`src/rtl/wb_bus_arbiter.sv`:
```
// Two-master Wishbone arbiter: m0 = instruction side, m1 = data side.
// Optional stalled-slave timeout/abort enabled by defining WB_ARB_TIMEOUT_EN.
module wb_bus_arbiter #(
   parameter int ADDR_WIDTH     = 32,
   parameter int DATA_WIDTH     = 32,
   parameter int TIMEOUT_CYCLES = 255
) (
   input  logic                  clk,
   input  logic                  rst,
   input  logic                  m0_cyc_i,
   input  logic                  m0_stb_i,
   input  logic                  m0_we_i,
   input  logic [ADDR_WIDTH-1:0] m0_adr_i,
   input  logic [DATA_WIDTH-1:0] m0_dat_i,
   output logic [DATA_WIDTH-1:0] m0_dat_o,
   output logic                  m0_ack_o,
   output logic                  m0_err_o,
   input  logic                  m1_cyc_i,
   input  logic                  m1_stb_i,
   input  logic                  m1_we_i,
   input  logic [ADDR_WIDTH-1:0] m1_adr_i,
   input  logic [DATA_WIDTH-1:0] m1_dat_i,
   output logic [DATA_WIDTH-1:0] m1_dat_o,
   output logic                  m1_ack_o,
   output logic                  m1_err_o,
   output logic                  s_cyc_o,
   output logic                  s_stb_o,
   output logic                  s_we_o,
   output logic [ADDR_WIDTH-1:0] s_adr_o,
   output logic [DATA_WIDTH-1:0] s_dat_o,
   input  logic [DATA_WIDTH-1:0] s_dat_i,
   input  logic                  s_ack_i,
   output logic [1:0]            grant_o
);

   localparam logic [1:0] S_IDLE  = 2'b00;
   localparam logic [1:0] S_GNT0  = 2'b01;
   localparam logic [1:0] S_GNT1  = 2'b10;
   localparam logic [1:0] S_ABORT = 2'b11;

   logic [1:0] r_state;
   logic [1:0] w_next;
   logic       r_ptr;
   logic       r_owner;
   logic [1:0] r_grant;
   logic       w_req0;
   logic       w_req1;
   logic       w_timeout;
   logic       w_owner_cyc;

   assign w_req0      = m0_cyc_i & m0_stb_i;
   assign w_req1      = m1_cyc_i & m1_stb_i;
   assign w_owner_cyc = r_owner ? m1_cyc_i : m0_cyc_i;
   assign m0_dat_o    = s_dat_i;
   assign m1_dat_o    = s_dat_i;
   assign grant_o     = r_grant;

   // Next-state: round-robin pick in IDLE, hold grant while owner keeps cyc
   always_comb begin
      w_next = r_state;
      unique case (r_state)
         S_IDLE: begin
            if (w_req0 && w_req1)
               w_next = r_ptr ? S_GNT1 : S_GNT0;
            else if (w_req0)
               w_next = S_GNT0;
            else if (w_req1)
               w_next = S_GNT1;
         end
         S_GNT0: begin
            if (!m0_cyc_i)
               w_next = S_IDLE;
            else if (w_timeout)
               w_next = S_ABORT;
         end
         S_GNT1: begin
            if (!m1_cyc_i)
               w_next = S_IDLE;
            else if (w_timeout)
               w_next = S_ABORT;
         end
         S_ABORT: begin
            if (!w_owner_cyc)
               w_next = S_IDLE;
         end
         default: w_next = S_IDLE;
      endcase
   end

   // State, priority pointer, owner and registered grant vector
   always_ff @(posedge clk or posedge rst) begin
      if (rst) begin
         r_state <= S_IDLE;
         r_ptr   <= 1'b0;
         r_owner <= 1'b0;
         r_grant <= 2'b00;
      end else begin
         r_state <= w_next;
         if (w_next == S_GNT0)
            r_grant <= 2'b01;
         else if (w_next == S_GNT1)
            r_grant <= 2'b10;
         else
            r_grant <= 2'b00;
         if (r_state == S_IDLE && w_next == S_GNT0) begin
            r_ptr   <= 1'b1;
            r_owner <= 1'b0;
         end else if (r_state == S_IDLE && w_next == S_GNT1) begin
            r_ptr   <= 1'b0;
            r_owner <= 1'b1;
         end
      end
   end

   // Slave-side mux and ack routing; everything quiet outside GNTx
   always_comb begin
      s_cyc_o  = 1'b0;
      s_stb_o  = 1'b0;
      s_we_o   = 1'b0;
      s_adr_o  = '0;
      s_dat_o  = '0;
      m0_ack_o = 1'b0;
      m1_ack_o = 1'b0;
      unique case (r_state)
         S_GNT0: begin
            s_cyc_o  = m0_cyc_i;
            s_stb_o  = m0_stb_i;
            s_we_o   = m0_we_i;
            s_adr_o  = m0_adr_i;
            s_dat_o  = m0_dat_i;
            m0_ack_o = s_ack_i;
         end
         S_GNT1: begin
            s_cyc_o  = m1_cyc_i;
            s_stb_o  = m1_stb_i;
            s_we_o   = m1_we_i;
            s_adr_o  = m1_adr_i;
            s_dat_o  = m1_dat_i;
            m1_ack_o = s_ack_i;
         end
         default: begin
         end
      endcase
   end

`ifdef WB_ARB_TIMEOUT_EN
   localparam int CW = (TIMEOUT_CYCLES < 2) ? 1 : $clog2(TIMEOUT_CYCLES);
   localparam logic [CW-1:0] C_LAST = CW'(TIMEOUT_CYCLES - 1);

   logic [CW-1:0] r_cnt;
   logic          w_stall;
   logic          w_gnt_evt;
   logic          r_err0;
   logic          r_err1;

   assign w_stall   = (r_state == S_GNT0 || r_state == S_GNT1) &&
                      s_stb_o && !s_ack_i;
   assign w_timeout = w_stall && (r_cnt == C_LAST);
   assign w_gnt_evt = (r_state == S_IDLE) && (w_next != S_IDLE);
   assign m0_err_o  = r_err0;
   assign m1_err_o  = r_err1;

   // Count stalled beats; restart on every new grant or slave ack
   always_ff @(posedge clk or posedge rst) begin
      if (rst)
         r_cnt <= '0;
      else if (w_gnt_evt || s_ack_i || w_timeout)
         r_cnt <= '0;
      else if (w_stall)
         r_cnt <= r_cnt + 1'b1;
   end

   // One-cycle error pulse to the owner on entry to ABORT
   always_ff @(posedge clk or posedge rst) begin
      if (rst) begin
         r_err0 <= 1'b0;
         r_err1 <= 1'b0;
      end else begin
         r_err0 <= (r_state == S_GNT0) && (w_next == S_ABORT);
         r_err1 <= (r_state == S_GNT1) && (w_next == S_ABORT);
      end
   end
`else
   logic w_unused_cfg;

   assign w_timeout    = 1'b0;
   assign m0_err_o     = 1'b0;
   assign m1_err_o     = 1'b0;
   assign w_unused_cfg = (TIMEOUT_CYCLES != 0);
`endif

endmodule
```
`config.mk`:
```
export PLATFORM = sky130hd
export DESIGN_NAME = wb_bus_arbiter
export DESIGN_NICKNAME = d
export VERILOG_FILES = /design/src/rtl/wb_bus_arbiter.sv
export SDC_FILE = /design/constraint.sdc
export NUM_CORES = 1
export LEC_CHECK = 0
export ABC_AREA = 1
export BUFFER_PORTS_ARGS = -buffer_cell sky130_fd_sc_hd__buf_2
export CAP_MARGIN = 10
export CORE_AREA = 5 5 115 117
export CTS_BUF_LIST = sky130_fd_sc_hd__clkbuf_16
export DETAILED_ROUTE_END_ITERATION = 8
export DIE_AREA = 0 0 120 122
export GPL_ROUTABILITY_DRIVEN = 0
export PLACE_DENSITY = 0.53
export SETUP_SLACK_MARGIN = 0.3
export SYNTH_ARGS = -nofsm -noshare
export SYNTH_HDL_FRONTEND = slang
export SYNTH_SLANG_ARGS = --single-unit
```
`constraint.sdc`:
```
create_clock -name clk -period 1.8 [get_ports clk]
set_input_delay 0.27 -clock clk [delete_from_list [all_inputs] [get_ports clk]]
set_output_delay 0.27 -clock clk [all_outputs]
set_load 0.005 [all_outputs]
```
Yosys cells after proc, flatten, opt, wreduce, memory -nomap -nowiden
Cells that the tools add are included.
Word-level totals
  bits of input ports: 169
  output and inout bits: 137
  register bits: 6
Operators by class
  muxes and demuxes: 22
  reductions and logical operators: 5
  bitwise gates (word level): 2
  equal/unequal tests: 5
Operator list (number)
  32-bit case mux with 2 select lines: 2
  2-bit 2-to-1 mux: 9
  2-bit case mux with 4 select lines: 1
  1-bit 2-to-1 mux: 7
  2-bit equality test, second input constant: 3
  1-bit case mux with 2 select lines: 3
  2-bit by 1-bit equality test with 1-bit output, second input constant: 2
  1-bit logical AND: 3
  1-bit bitwise AND: 2
  2-bit zero test: 1
  2-bit nonzero test: 1

Longest topological paths before layout
Gate-level depths: netlist of run 1.
  word-level depth: 9
  gate-level depth with buffers: 13
  mapped depth without buffers: 12

Worst setup path before layout of run 1
OpenSTA, ideal clock, no wires.
  path type: register to output
  from: register r_state[0]
  to: output port s_adr_o[0]
  required time: 1530 ps
  buffers on the path: 2
  slack: 192 ps
  cell stages (with the launch flop): 7
  arrival: 1338 ps
  cells stage by stage: dfrtp_1 > inv_1 > ha_1 > inv_2 > buf_2 > clkbuf_1 > a21oi_1
Between the ends
  longest elaborated chain between the ends: 2
RTL lines
  from (decl): RTL line 41  | logic [1:0] r_state;
  from (signal assigned): RTL line 98  | r_state <= w_next;
  2-bit equality test / 2-bit by 1-bit equality test with 1-bit output (equally long branches): RTL line 124  | unique case (r_state)
  32-bit case mux with 2 select lines (*): RTL line 124
  to (decl): RTL line 29  | output logic [ADDR_WIDTH-1:0] s_adr_o,
Every way passes the cells marked *; elsewhere a longest branch is shown, timed or not.

Final worst setup path of run 1
  from: register r_state[0]
  to: output port s_adr_o[24]
Same word-level chain as after synthesis.

==> summary.txt, run 1 <==
Run status
  – Run status: finished with violations
  – Violated checks: negative setup slack

Global routing
  – Via count of the first global-routing pass: 2489
  – Wire length of the first global-routing pass: 13.6 mm
  – Number of antenna violations at the first check in global routing: 0
  – GRT overflow: 0
  – Pin count of the biggest net entering global routing: 19
  – Total track usage: a little under an eighth

Timing
  – Final count of negative-setup-slack endpoints: 1
  – Maximum operating frequency: 0.555 GHz
  – Shortest clock period the worst path allows after layout: ~1.8 ns
  – Fraction of the cycle the final worst path needs: 100%
  – Largest clock skew in the final design: roughly 0.0053 ns
  – Count of pins over their slew limit: 0
  – Number of hold violations in the final report: 0
  – Final hold slack: between 0.4 and 0.5 ns
  – Unrepaired setup endpoints after global routing: yes
  – Setup slack of the critical path after layout: -0.00307 ns

Yosys
  – Gate Count Post-Synth: around 350
  – Leading post-synthesis cells by cell area: nand2_1 30%, buf_4 27%, a21oi_1 18%, dfrtp_1 8.1%, ha_1 3.4%
  – Library cell occupying the most area in the post-synthesis netlist: nand2_1
  – Unique masters post-synth: 17
  – Post-synthesis instance area: ~0.0019 mm²
  – Area share of the largest cell type after synthesis: between 30 and 40%
  – Synthesis warning total: 0
  – Average cell area after synthesis: 5.39 µm²
  – Sequential-to-total area share from yosys stat: around 8.1%
  – FF+latch count, synth: 6

Clock tree
  – Maximum clock path buffer count: 2
  – Clock tree from TritonCTS: yes
  – Post-CTS clock slew at the launch and capture registers of the worst setup and hold paths: 0.04 ns
  – Clock latency reported for the late side of the worst-skew pair: 0.23 ns
  – Number of levels in the clock H-tree: 1
  – Clock root cell: clkbuf_16
  – Clk sinks: 6
  – Number of buffers added by the clock tree synthesis step: 3

Setup path
  – Worst-case register-to-register setup slack: 0.17 ns
  – Critical path class: register to primary output
  – Reg-to-Reg End: r_ptr$_DFFE_PP0P_
  – Startpoint type of the worst setup path: register
  – Largest stage delay on the critical path: about 0.38 ns
  – Crit Path Max Fanout: 5
  – Data arrival time of the critical path: between 1.5 and 2 ns
  – Crit-path cells: inv_2 > ha_4 > buf_12 > clkbuf_16 > nand2_4 > a21oi_2 > buf_2
  – Length in cells of the worst reg-to-reg path: 13
  – Cell family with most CP delay: buffers and inverters
  – Slowest stage cell on the critical path: dfrtp_1
  – Count of buffering cells on the critical path with inverters included: 4
  – Required time at the worst-slack endpoint: about 1.5 ns
  – Crit end category: primary output
  – Worst r2r src: r_state[0]$_DFF_PP0_

Routing
  – Drt first-iter violations: 88
  – Wire per inst: 16.3 µm
  – Aggregate routed wire length: around 11 mm
  – Antenna violation net count after detailed routing: 0
  – Number of iterations in the first detailed-routing pass: 4
  – Vias per cell: just over 4
  – Count of unresolved DRC violations after routing: 0
  – Overall via count from detail_route: 2673

Die
  – Die width: 120 µm
  – Top-Level Pins: 306
  – Total number of placement rows: 41
  – Initial standard-cell utilization of the core: 15.2%
  – DIE HEIGHT: 122 µm
  – Area enclosed by the die boundary: 0.0146 mm²
  – Placeable core region: roughly 0.012 mm²

Min path
  – Kind of path behind the tightest hold check: register to register
  – Hold wc startpoint: r_ptr$_DFFE_PP0P_
  – Hold-critical path endpoint: r_ptr$_DFFE_PP0P_
  – Hold Path Stages: 2

Power
  – Overall Power: a little under 0.006 W
  – Leakage: approximately 1.9 nW
  – Highest ir drop seen on vdd: between 700 and 800 µV
  – Power density cells: between 1500 and 2000 mW/mm²

Placed design
  – Number of input and output port buffers inserted: slightly above 200
  – Hpwl dp: slightly below 7 mm

Final layout
  – Highest-count cells in the layout ignoring fill and taps: 207 x buf_2, 121 x nand2_1, 39 x a21oi_2
  – Layout overhead on the synthesized area: 91.7%
  – Antenna diodes: 0
  – Fraction of final layout cells sized beyond drive strength 1: between 60% and 70%
  – Leading cell type in the layout, fill and taps excluded: buf_2
  – Net count reported at finish: 675

Run
  – Max-capacitance violation count: 0
repair_timing:
action                                  CTS  global route
gates cloned                              6             8
hold buffers                              1             0
pin swaps                                 1            21
endpoints found under the setup margin   73            75
buffers inserted                          9             2
resized for setup                        17            88
endpoints found under the hold margin     6             0
stage by stage:
step                TNS [ns]  util (%)  setup slack (ns)  cells  cell area, µm²
finish              -0.00307      29.1          -0.00307    649            3560
CTS                        0      24.9           0.00833    639            3050
global route           -1.48      29.1           -0.0629    649            3560
global placement           0      21.3             0.139    620            2620
floorplan                  0         -             0.311    346            1890
detailed placement         0      21.3             0.128    620            2620
routing by layer:
metal | share of wire [%] | GRT usage, %
met5 | 0 | 0
met4 | 2.2 | 3.51
met3 | 6.7 | 2.60
met2 | 50 | 20.9
met1 | 41 | 14.1
worst reg2reg max path, delay by kind of cell (launching register included):
family / cells / cell delay [ns]
buf+inv: 4 / 0.45
simple gates: 8 / 0.50
flops: 1 / 0.38
fa+ha+maj: 1 / 0.19
final cells by class:
cell class,instances,area [µm²]
tap,150,188
sequential,6,151
clock buffer,3,75.1
multi-input combinational,239,1420
timing repair buffer,239,1670
fill,1356,8700
inverter,12,57.6
Yosys cell counts (all sizes together):
library cell	instances
dfrtp	6
or2	1
clkbuf	11
nor2	5
nand3	4
nand2	156
inv	12
ha	5
conb	1
a21oi	66
buf	78
flip-flops by register name (all words and copies together), names as in the netlist:
name	count
grant_o	2
r_owner	1
r_ptr	1
r_state	2
power breakdown:
part | switching, W | internal, W | leakage [nW]
logic | 0.00265 | 0.00251 | 1.74
registers | 0.0000399 | 0.000202 | 0.0742
clock network | 0.0000771 | 0.000285 | 0.0370
how the worst max path moves through the flow:
stage                        to  cells after the start  slack, ns                 start
floorplan            s_adr_o[0]                      7       0.31  r_state[1]$_DFF_PP0_
global placement     s_adr_o[4]                      6       0.14  r_state[1]$_DFF_PP0_
detailed placement   s_adr_o[4]                      6       0.13  r_state[0]$_DFF_PP0_
CTS                 s_adr_o[24]                      7      0.008  r_state[1]$_DFF_PP0_
global route        s_adr_o[24]                      7      -0.06  r_state[0]$_DFF_PP0_
finish              s_adr_o[24]                      7     -0.003  r_state[0]$_DFF_PP0_
logic make-up (layout without fill, tap and decap cells):
group | after synthesis | count (layout) | share of synthesized area, %
buf+inv | 101 | 254 | 34.5
flops | 6 | 6 | 8.08
compound gates | 66 | 66 | 17.8
other cells | 1 | 2 | 0.202
simple gates | 166 | 166 | 36.1
fa+ha+maj | 5 | 5 | 3.37
Power figures use the tool's default switching activity.
==> inputs of run 2 (changes only) <==
- CELL_PAD_IN_SITES_DETAIL_PLACEMENT: unset -> 1
- CELL_PAD_IN_SITES_GLOBAL_PLACEMENT: unset -> 1
- CORE_AREA: 5 5 115 117 -> unset
- CORE_ASPECT_RATIO: unset -> 0.7
- CORE_MARGIN: unset -> 5
- CORE_UTILIZATION: unset -> 15
- DIE_AREA: 0 0 120 122 -> unset
- PLACE_DENSITY: 0.53 -> 0.84
==> run 2 against run 1 <==
The run still ends with negative setup slack left. Largest cell class unchanged. Core utilization increased by 0.18 points. Clock power increased by 1%. Routed wire length increased by 6.7%. Via count increased by 4.6%. Critical path type unchanged. Final area increased by 0.91%. Sequential power increased by 3%. Worst hold slack got worse by 0.0040 ns. Total power decreased by 2.5%. Register-to-register slack got worse by 0.12 ns. Sequential share of layout area about the same. First-iteration DRC count decreased by 44%.
==> summary.txt, run 2 (synthesized netlist as in run 1, its figures left out) <==
Die
  – DIE HEIGHT: 103 µm (-15%)
  – Placeable core region: 0.0123 mm² (+0.28%)
  – Initial standard-cell utilization of the core: 15.1% (-0.042 points)
  – Top-Level Pins: 306 (unchanged)
  – Total number of placement rows: 34 (-17%)
  – Area enclosed by the die boundary: 0.0147 mm² (+0.74%)
  – Die width: 143 µm (+19%)

Power
  – Leakage: 1.86 nW (+0.39%)
  – Power density cells: 1560 mW/mm² (-3.4%)
  – Power spent charging and discharging nets: 0.00275 W (-0.83%)
  – Proportion of power drawn by the clock network: 6.5% (+0.2 points)
  – Cell internal power dissipation: 0.00287 W (-4.1%)
  – Sw frac: 48.9% (+0.83 points)
  – Combinational fraction of design power: 89.0% (-0.5 points)
  – Highest ir drop seen on vdd: 512 µV (-32%)
  – Sequential fraction of design power: 4.5% (+0.3 points)

Setup path
  – Required time at the worst-slack endpoint: 1.53 ns (about the same)
  – Count of buffering cells on the critical path with inverters included: 5 (+1)
  – Cell family with most CP delay: buffers and inverters
  – Data arrival time of the critical path: 1.61 ns (+0.08 ns)
  – Crit Path Max Fanout: 5 (unchanged)
  – Slowest stage cell on the critical path: dfrtp_2
  – Crit-path cells: buf_6 > ha_4 > buf_4 > buf_12 > nand2_2 > nand2_2 > inv_2 > nor2_1 > buf_2
  – Crit end category: primary output
  – Largest stage delay on the critical path: 0.43 ns (+0.05 ns)
  – Critical path class: register to primary output
  – Cell repeated most along the worst path: nand2_2
  – Startpoint type of the worst setup path: register

Routing
  – Count of unresolved DRC violations after routing: 0 (unchanged)
  – Antenna violation net count after detailed routing: 0 (unchanged)
  – Aggregate routed wire length: 11.3 mm (+6.7%)
  – Wire per inst: 16.9 µm (+3.6%)
  – Drt first-iter violations: 49 (-44%)
  – Vias per cell: 4.19 (+1.6%)
  – Overall via count from detail_route: 2796 (+4.6%)
  – Number of iterations in the first detailed-routing pass: 4 (unchanged)

Global routing
  – Pin count of the biggest net entering global routing: 31 (+12)
  – Via count of the first global-routing pass: 2604 (+4.6%)
  – Total track usage: 12.0% (+0.22 points)
  – Number of antenna violations at the first check in global routing: 1 (+1)
  – GRT overflow: 0 (unchanged)
  – Wire length of the first global-routing pass: 13.8 mm (+1.2%)

Timing
  – Shortest clock period the worst path allows after layout: 1.88 ns (+0.0727 ns)
  – Number of hold violations in the final report: 0 (unchanged)
  – Setup slack of the critical path after layout: -0.0757 ns (-0.0727 ns)
  – Count of pins over their slew limit: 0 (unchanged)
  – Largest clock skew in the final design: 0.00429 ns (-0.000962 ns)
  – Unrepaired setup endpoints after global routing: yes
  – Final count of negative-setup-slack endpoints: 59 (+58)
  – Fraction of the cycle the final worst path needs: 104% (+4.0 points)
  – Maximum operating frequency: 0.533 GHz (-3.9%)
  – Setup total negative slack: -2.33 ns (-2.32 ns)

Final layout
  – Leading cell type in the layout, fill and taps excluded: buf_2
  – Antenna diodes: 0 (unchanged)
  – Layout overhead on the synthesized area: 93.5%
  – Post-route design area: 0.00359 mm² (+0.91%)
  – Fraction of final layout cells sized beyond drive strength 1: 67.2% (+0.66 points)
  – Net count reported at finish: 682 (+1.0%)
  – Finished Core Util: 29.2% (+0.18 points)
  – Filler cell count: 1570 (+16%)
  – Highest-count cells in the layout ignoring fill and taps: 207 x buf_2, 112 x nand2_1, 34 x a21oi_1

Placed design
  – Placement Cell Area: 0.00262 mm² (about the same)
  – Number of input and output port buffers inserted: 207 (unchanged)
  – Hpwl dp: 6.86 mm (+1.4%)

Run status
  – Run status: finished with violations
  – Violated checks: negative setup slack

Clock tree
  – Clock latency reported for the late side of the worst-skew pair: 0.23 ns (about the same)
  – Number of buffers added by the clock tree synthesis step: 3 (unchanged)
  – Number of levels in the clock H-tree: 1 (unchanged)
  – Maximum clock path buffer count: 2 (unchanged)
  – Clk sinks: 6 (unchanged)
  – Post-CTS clock slew at the launch and capture registers of the worst setup and hold paths: 0.04 ns (about the same)
  – Clock tree from TritonCTS: yes
  – Clock root cell: clkbuf_16

Min path
  – Kind of path behind the tightest hold check: register to register

Run
  – Max-capacitance violation count: 0 (unchanged)
## run 2: changes by cell type in the layout (fill, tap and decap cells not counted), moves of 3 or more
cell,change
nand2_2,+12
a21oi_2,-7
nand2_1,-9
buf_4,+7
nand2_4,-3
a21oi_1,+8
## run 2: power by group through the flow
stage | logic (W) | clock network [W] | registers, W
after floorplan | 0.00181 | 0 | 0.000238
after global placement | 0.00283 | 0 | 0.000245
after detailed placement | 0.00286 | 0 | 0.000245
after CTS | 0.00397 | 0.000374 | 0.000245
after global routing | 0.00538 | 0.000379 | 0.000257
final | 0.00501 | 0.000366 | 0.000250
## run 2: per-stage QoR
step	power, W	instances	hold WS [ns]	setup slack, ns
6_report	0.00562	668	0.465	-0.0757
5_1_grt	0.00602	668	0.519	-0.125
4_1_cts	0.00459	652	0.475	-0.0322
3_5_place_dp	0.00311	632	0.207	0.118
3_3_place_gp	0.00307	632	0.194	0.156
2_1_floorplan	0.00204	346	0.0610	0.311
## run 2: area by class of cell
class	count	area [µm²]	share of cell area, %
well taps	162	203	5.64
clock buffers	3	75.1	2.09
repair buffers	246	1720	47.8
inverters	12	55.1	1.53
multi-input cells	239	1390	38.7
flip-flops and latches	6	151	4.21
## run 2: worst paths after layout
| kind | startpoint | end | slack (ns) | cells after the start |
|---|---|---|---|---|
| max in group asynchronous | rst | r_state[1]$_DFF_PP0_ | 1.07 | 3 |
| worst max register to register | r_state[1]$_DFF_PP0_ | r_ptr$_DFFE_PP0P_ | 0.05 | 14 |
| min in group asynchronous | rst | r_ptr$_DFFE_PP0P_ | 0.52 | 3 |
| worst min-delay path | r_ptr$_DFFE_PP0P_ | r_ptr$_DFFE_PP0P_ | 0.47 | 2 |
| worst min register to register | r_ptr$_DFFE_PP0P_ | r_ptr$_DFFE_PP0P_ | 0.47 | 2 |
| worst max-delay path | r_state[1]$_DFF_PP0_ | s_cyc_o | -0.08 | 9 |
## run 2: per-layer routing
layer  vias to the layer above  wire, µm  GRT usage (%)
li1                       1341         -              -
met1                      1265      4640           14.4
met2                       173      5240           19.8
met3                        15      1300           5.61
met4                         2        97           2.48
met5                         -        13              0
## run 2: what timing repair did
action                     in CTS  in global routing
gates cloned                    6                  7
pin swaps                      15                 20
resized for setup              30                 75
setup buffers                  10                  9
hold endpoints to repair        6                  0
hold buffers                    1                  0
setup endpoints to repair      73                 75
## run 2: worst min-delay path, delay by kind of cell, from the launching register on
family / cells / cell delay (ns)
AND/OR/NAND/NOR: 2 / 0.10
flip-flops: 1 / 0.33
==> inputs of run 3 (changes only) <==
- REMOVE_ABC_BUFFERS: unset -> 1
==> run 3 against run 2 <==
The run still ends with negative setup slack left. Sequential share of layout area grew 0.24 points. Worst setup slack better by 0.044 ns. Worst hold slack improved by 0.021 ns. Flip-flop and latch count did not move. Routed wire length up 34%. Critical path depth fell by 2. Register-to-register slack got worse by 0.02 ns. Sequential power is essentially flat. Non-clock buffer count down 5. Global-route usage rose by 5.8 points. Cell count fell by 0.75%. Count of clock-buffer cells in the layout unchanged. Critical endpoint is now s_dat_o[25].
==> summary.txt, run 3 (synthesized netlist as in run 1, its figures left out) <==
Setup path
  – Cell family with most CP delay: buffers and inverters
  – Worst-case register-to-register setup slack: 0.03 ns (-0.02 ns)
  – Launch point of the critical path: r_state[0]$_DFF_PP0_
  – Length in cells of the worst reg-to-reg path: 14 (unchanged)
  – Number of cells on the critical path: 7 (-2)
  – Reg-to-Reg End: r_owner$_DFFE_PP0P_
  – Largest stage delay on the critical path: 0.39 ns (-0.04 ns)
  – Startpoint type of the worst setup path: register
  – Slowest stage cell on the critical path: dfrtp_2
  – End point of the critical path: s_dat_o[25]
  – Crit-path cells: inv_4 > ha_4 > inv_4 > buf_12 > buf_12 > a21oi_1 > buf_2
  – Crit Path Max Fanout: 24 (+19)
  – Data arrival time of the critical path: 1.56 ns (-0.05 ns)
  – Required time at the worst-slack endpoint: 1.53 ns (about the same)
  – Worst r2r src: r_state[0]$_DFF_PP0_
  – Count of buffering cells on the critical path with inverters included: 5 (unchanged)
  – Critical path class: register to primary output
  – Crit end category: primary output

Final layout
  – Filler cell count: 1599 (+1.8%)
  – Layout overhead on the synthesized area: 82.9%
  – Antenna diodes: 0 (unchanged)
  – Area of the multi-input gates: 0.00136 mm² (-2.6%)
  – Post-route design area: 0.00340 mm² (-5.5%)
  – Finished Core Util: 27.6% (-1.6 points)
  – Number of standard cells in the final layout excluding fillers: 663 (-0.75%)
  – Fraction of final layout cells sized beyond drive strength 1: 65.1% (-2.1 points)
  – Leading cell type in the layout, fill and taps excluded: buf_2
  – Net count reported at finish: 677 (-0.73%)
  – Highest-count cells in the layout ignoring fill and taps: 206 x buf_2, 139 x nand2_1, 48 x a21oi_2
  – FF/Latch Area: 151 µm² (unchanged)

Clock tree
  – Post-CTS clock slew at the launch and capture registers of the worst setup and hold paths: 0.03 ns (about the same)
  – Clock latency reported for the late side of the worst-skew pair: 0.23 ns (about the same)
  – Clock tree from TritonCTS: yes
  – Clock root cell: clkbuf_16
  – Number of buffers added by the clock tree synthesis step: 3 (unchanged)
  – Clk sinks: 6 (unchanged)
  – Number of levels in the clock H-tree: 1 (unchanged)
  – Maximum clock path buffer count: 2 (unchanged)

Die
  – Initial standard-cell utilization of the core: 15.1% (unchanged)
  – Placeable core region: 0.0123 mm² (unchanged)
  – Area enclosed by the die boundary: 0.0147 mm² (unchanged)
  – Die width: 143 µm (unchanged)
  – DIE HEIGHT: 103 µm (unchanged)
  – Total number of placement rows: 34 (unchanged)
  – Top-Level Pins: 306 (unchanged)

Routing
  – Count of unresolved DRC violations after routing: 0 (unchanged)
  – Wire per inst: 22.9 µm (+35%)
  – Antenna violation net count after detailed routing: 0 (unchanged)
  – Overall via count from detail_route: 2851 (+2.0%)
  – Drt first-iter violations: 93 (+90%)
  – Vias per cell: 4.30 (+2.7%)
  – Aggregate routed wire length: 15.2 mm (+34%)
  – Number of iterations in the first detailed-routing pass: 4 (unchanged)

Power
  – Leakage: 1.71 nW (-8.0%)
  – Cell internal power dissipation: 0.00271 W (-5.9%)
  – Combinational fraction of design power: 88.6% (-0.4 points)
  – Power spent charging and discharging nets: 0.00268 W (-2.4%)
  – Power density cells: 1590 mW/mm² (+1.4%)
  – Sequential fraction of design power: 4.6% (about the same)
  – Sw frac: 49.8% (+0.91 points)
  – Overall Power: 0.00539 W (-4.2%)
  – Highest ir drop seen on vdd: 635 µV (+24%)
  – Proportion of power drawn by the clock network: 6.7% (+0.2 points)

Run status
  – Violated checks: negative setup slack
  – Run status: finished with violations

Global routing
  – Number of antenna violations at the first check in global routing: 0 (-1)
  – Wire length of the first global-routing pass: 18.7 mm (+36%)
  – Via count of the first global-routing pass: 2878 (+11%)
  – Pin count of the biggest net entering global routing: 37 (+19%)
  – GRT overflow: 0 (unchanged)
  – Total track usage: 17.8% (+5.8 points)

Timing
  – Count of pins over their slew limit: 0 (unchanged)
  – Final hold slack: 0.487 ns (+0.0215 ns)
  – Unrepaired setup endpoints after global routing: yes
  – Maximum operating frequency: 0.546 GHz (+2.4%)
  – Number of hold violations in the final report: 0 (unchanged)
  – Final count of negative-setup-slack endpoints: 25 (-58%)
  – Fraction of the cycle the final worst path needs: 102% (-2.4 points)
  – Setup slack of the critical path after layout: -0.0319 ns (+0.0438 ns)
  – Shortest clock period the worst path allows after layout: 1.83 ns (-0.0438 ns)
  – Largest clock skew in the final design: 0.00217 ns (-0.00213 ns)

Placed design
  – DP Cell Count: 638 (+0.95%)
  – Placement Cell Area: 0.00266 mm² (+1.7%)
  – Hpwl dp: 11.9 mm (+74%)
  – Number of input and output port buffers inserted: 207 (unchanged)

Min path
  – Kind of path behind the tightest hold check: register to register
  – Hold wc startpoint: r_ptr$_DFFE_PP0P_

Run
  – Max-capacitance violation count: 0 (unchanged)
run 3: cell types whose count changed in the layout (fill, tap and decap cells not counted), sizes merged:
cell	change
bufbuf	+1
buf	-3
clkbuf	-3
run 3: repair_timing:
| action | in CTS | in global routing |
|---|---|---|
| pin swaps | 1 | 7 |
| setup buffers | 6 | 7 |
| endpoints found under the hold margin | 6 | 0 |
| gates cloned | 2 | 6 |
| hold buffers | 1 | 0 |
| gates resized for setup | 47 | 52 |
| setup endpoints to repair | 73 | 73 |
run 3: power groups by stage:
stage | Clock [W] | Combinational [W] | Sequential (W)
2_1_floorplan | 0 | 0.00149 | 0.000234
3_3_place_gp | 0 | 0.00305 | 0.000232
3_5_place_dp | 0 | 0.00309 | 0.000236
4_1_cts | 0.000368 | 0.00398 | 0.000240
5_1_grt | 0.000380 | 0.00515 | 0.000255
6_report | 0.000363 | 0.00478 | 0.000249
run 3: final cells by class:
class	instances	share of cell area, %
sequential	6	4.46
inverter	12	1.62
clock buffer	3	2.21
tap	162	5.96
timing repair buffer	241	45.9
multi-input combinational	239	39.9
run 3: worst min-delay path by stage:
stage	slack, ns	depth (start not counted)	to
after CTS	0.49	2	r_ptr$_DFFE_PP0P_
final	0.49	2	r_ptr$_DFFE_PP0P_
after floorplan	0.06	1	grant_o[0]$_DFF_PP0_
after global routing	0.53	2	r_owner$_DFFE_PP0P_
after global placement	0.19	2	r_ptr$_DFFE_PP0P_
after detailed placement	0.19	2	r_ptr$_DFFE_PP0P_
run 3: stage by stage:
stage          setup slack (ns)  TNS [ns]
6_report                -0.0319    -0.343
5_1_grt                 -0.0912     -4.11
4_1_cts                 -0.0143   -0.0740
3_5_place_dp             0.0818         0
3_3_place_gp              0.128         0
2_1_floorplan            -0.643    -35.90
run 3: worst register-to-register path: stages (launching register included):
cell and delay, ns:
dfrtp_2 0.43, buf_6 0.13, ha_4 0.17, buf_8 0.13, buf_8 0.13, nand2_2 0.06
nand2_2 0.05, inv_2 0.07, nand2_4 0.07, nand2_4 0.07, nand2_4 0.08, inv_4 0.07
nand3_2 0.08, nand2_1 0.08, nand2_1 0.04
run 3: per-layer routing:
metal / GRT usage, % / share of wire, %
met1: 17.7 / 36
met2: 30.4 / 46
met3: 14.1 / 18
met4: 1.02 / 0.40
met5: 5.92 / 0.63
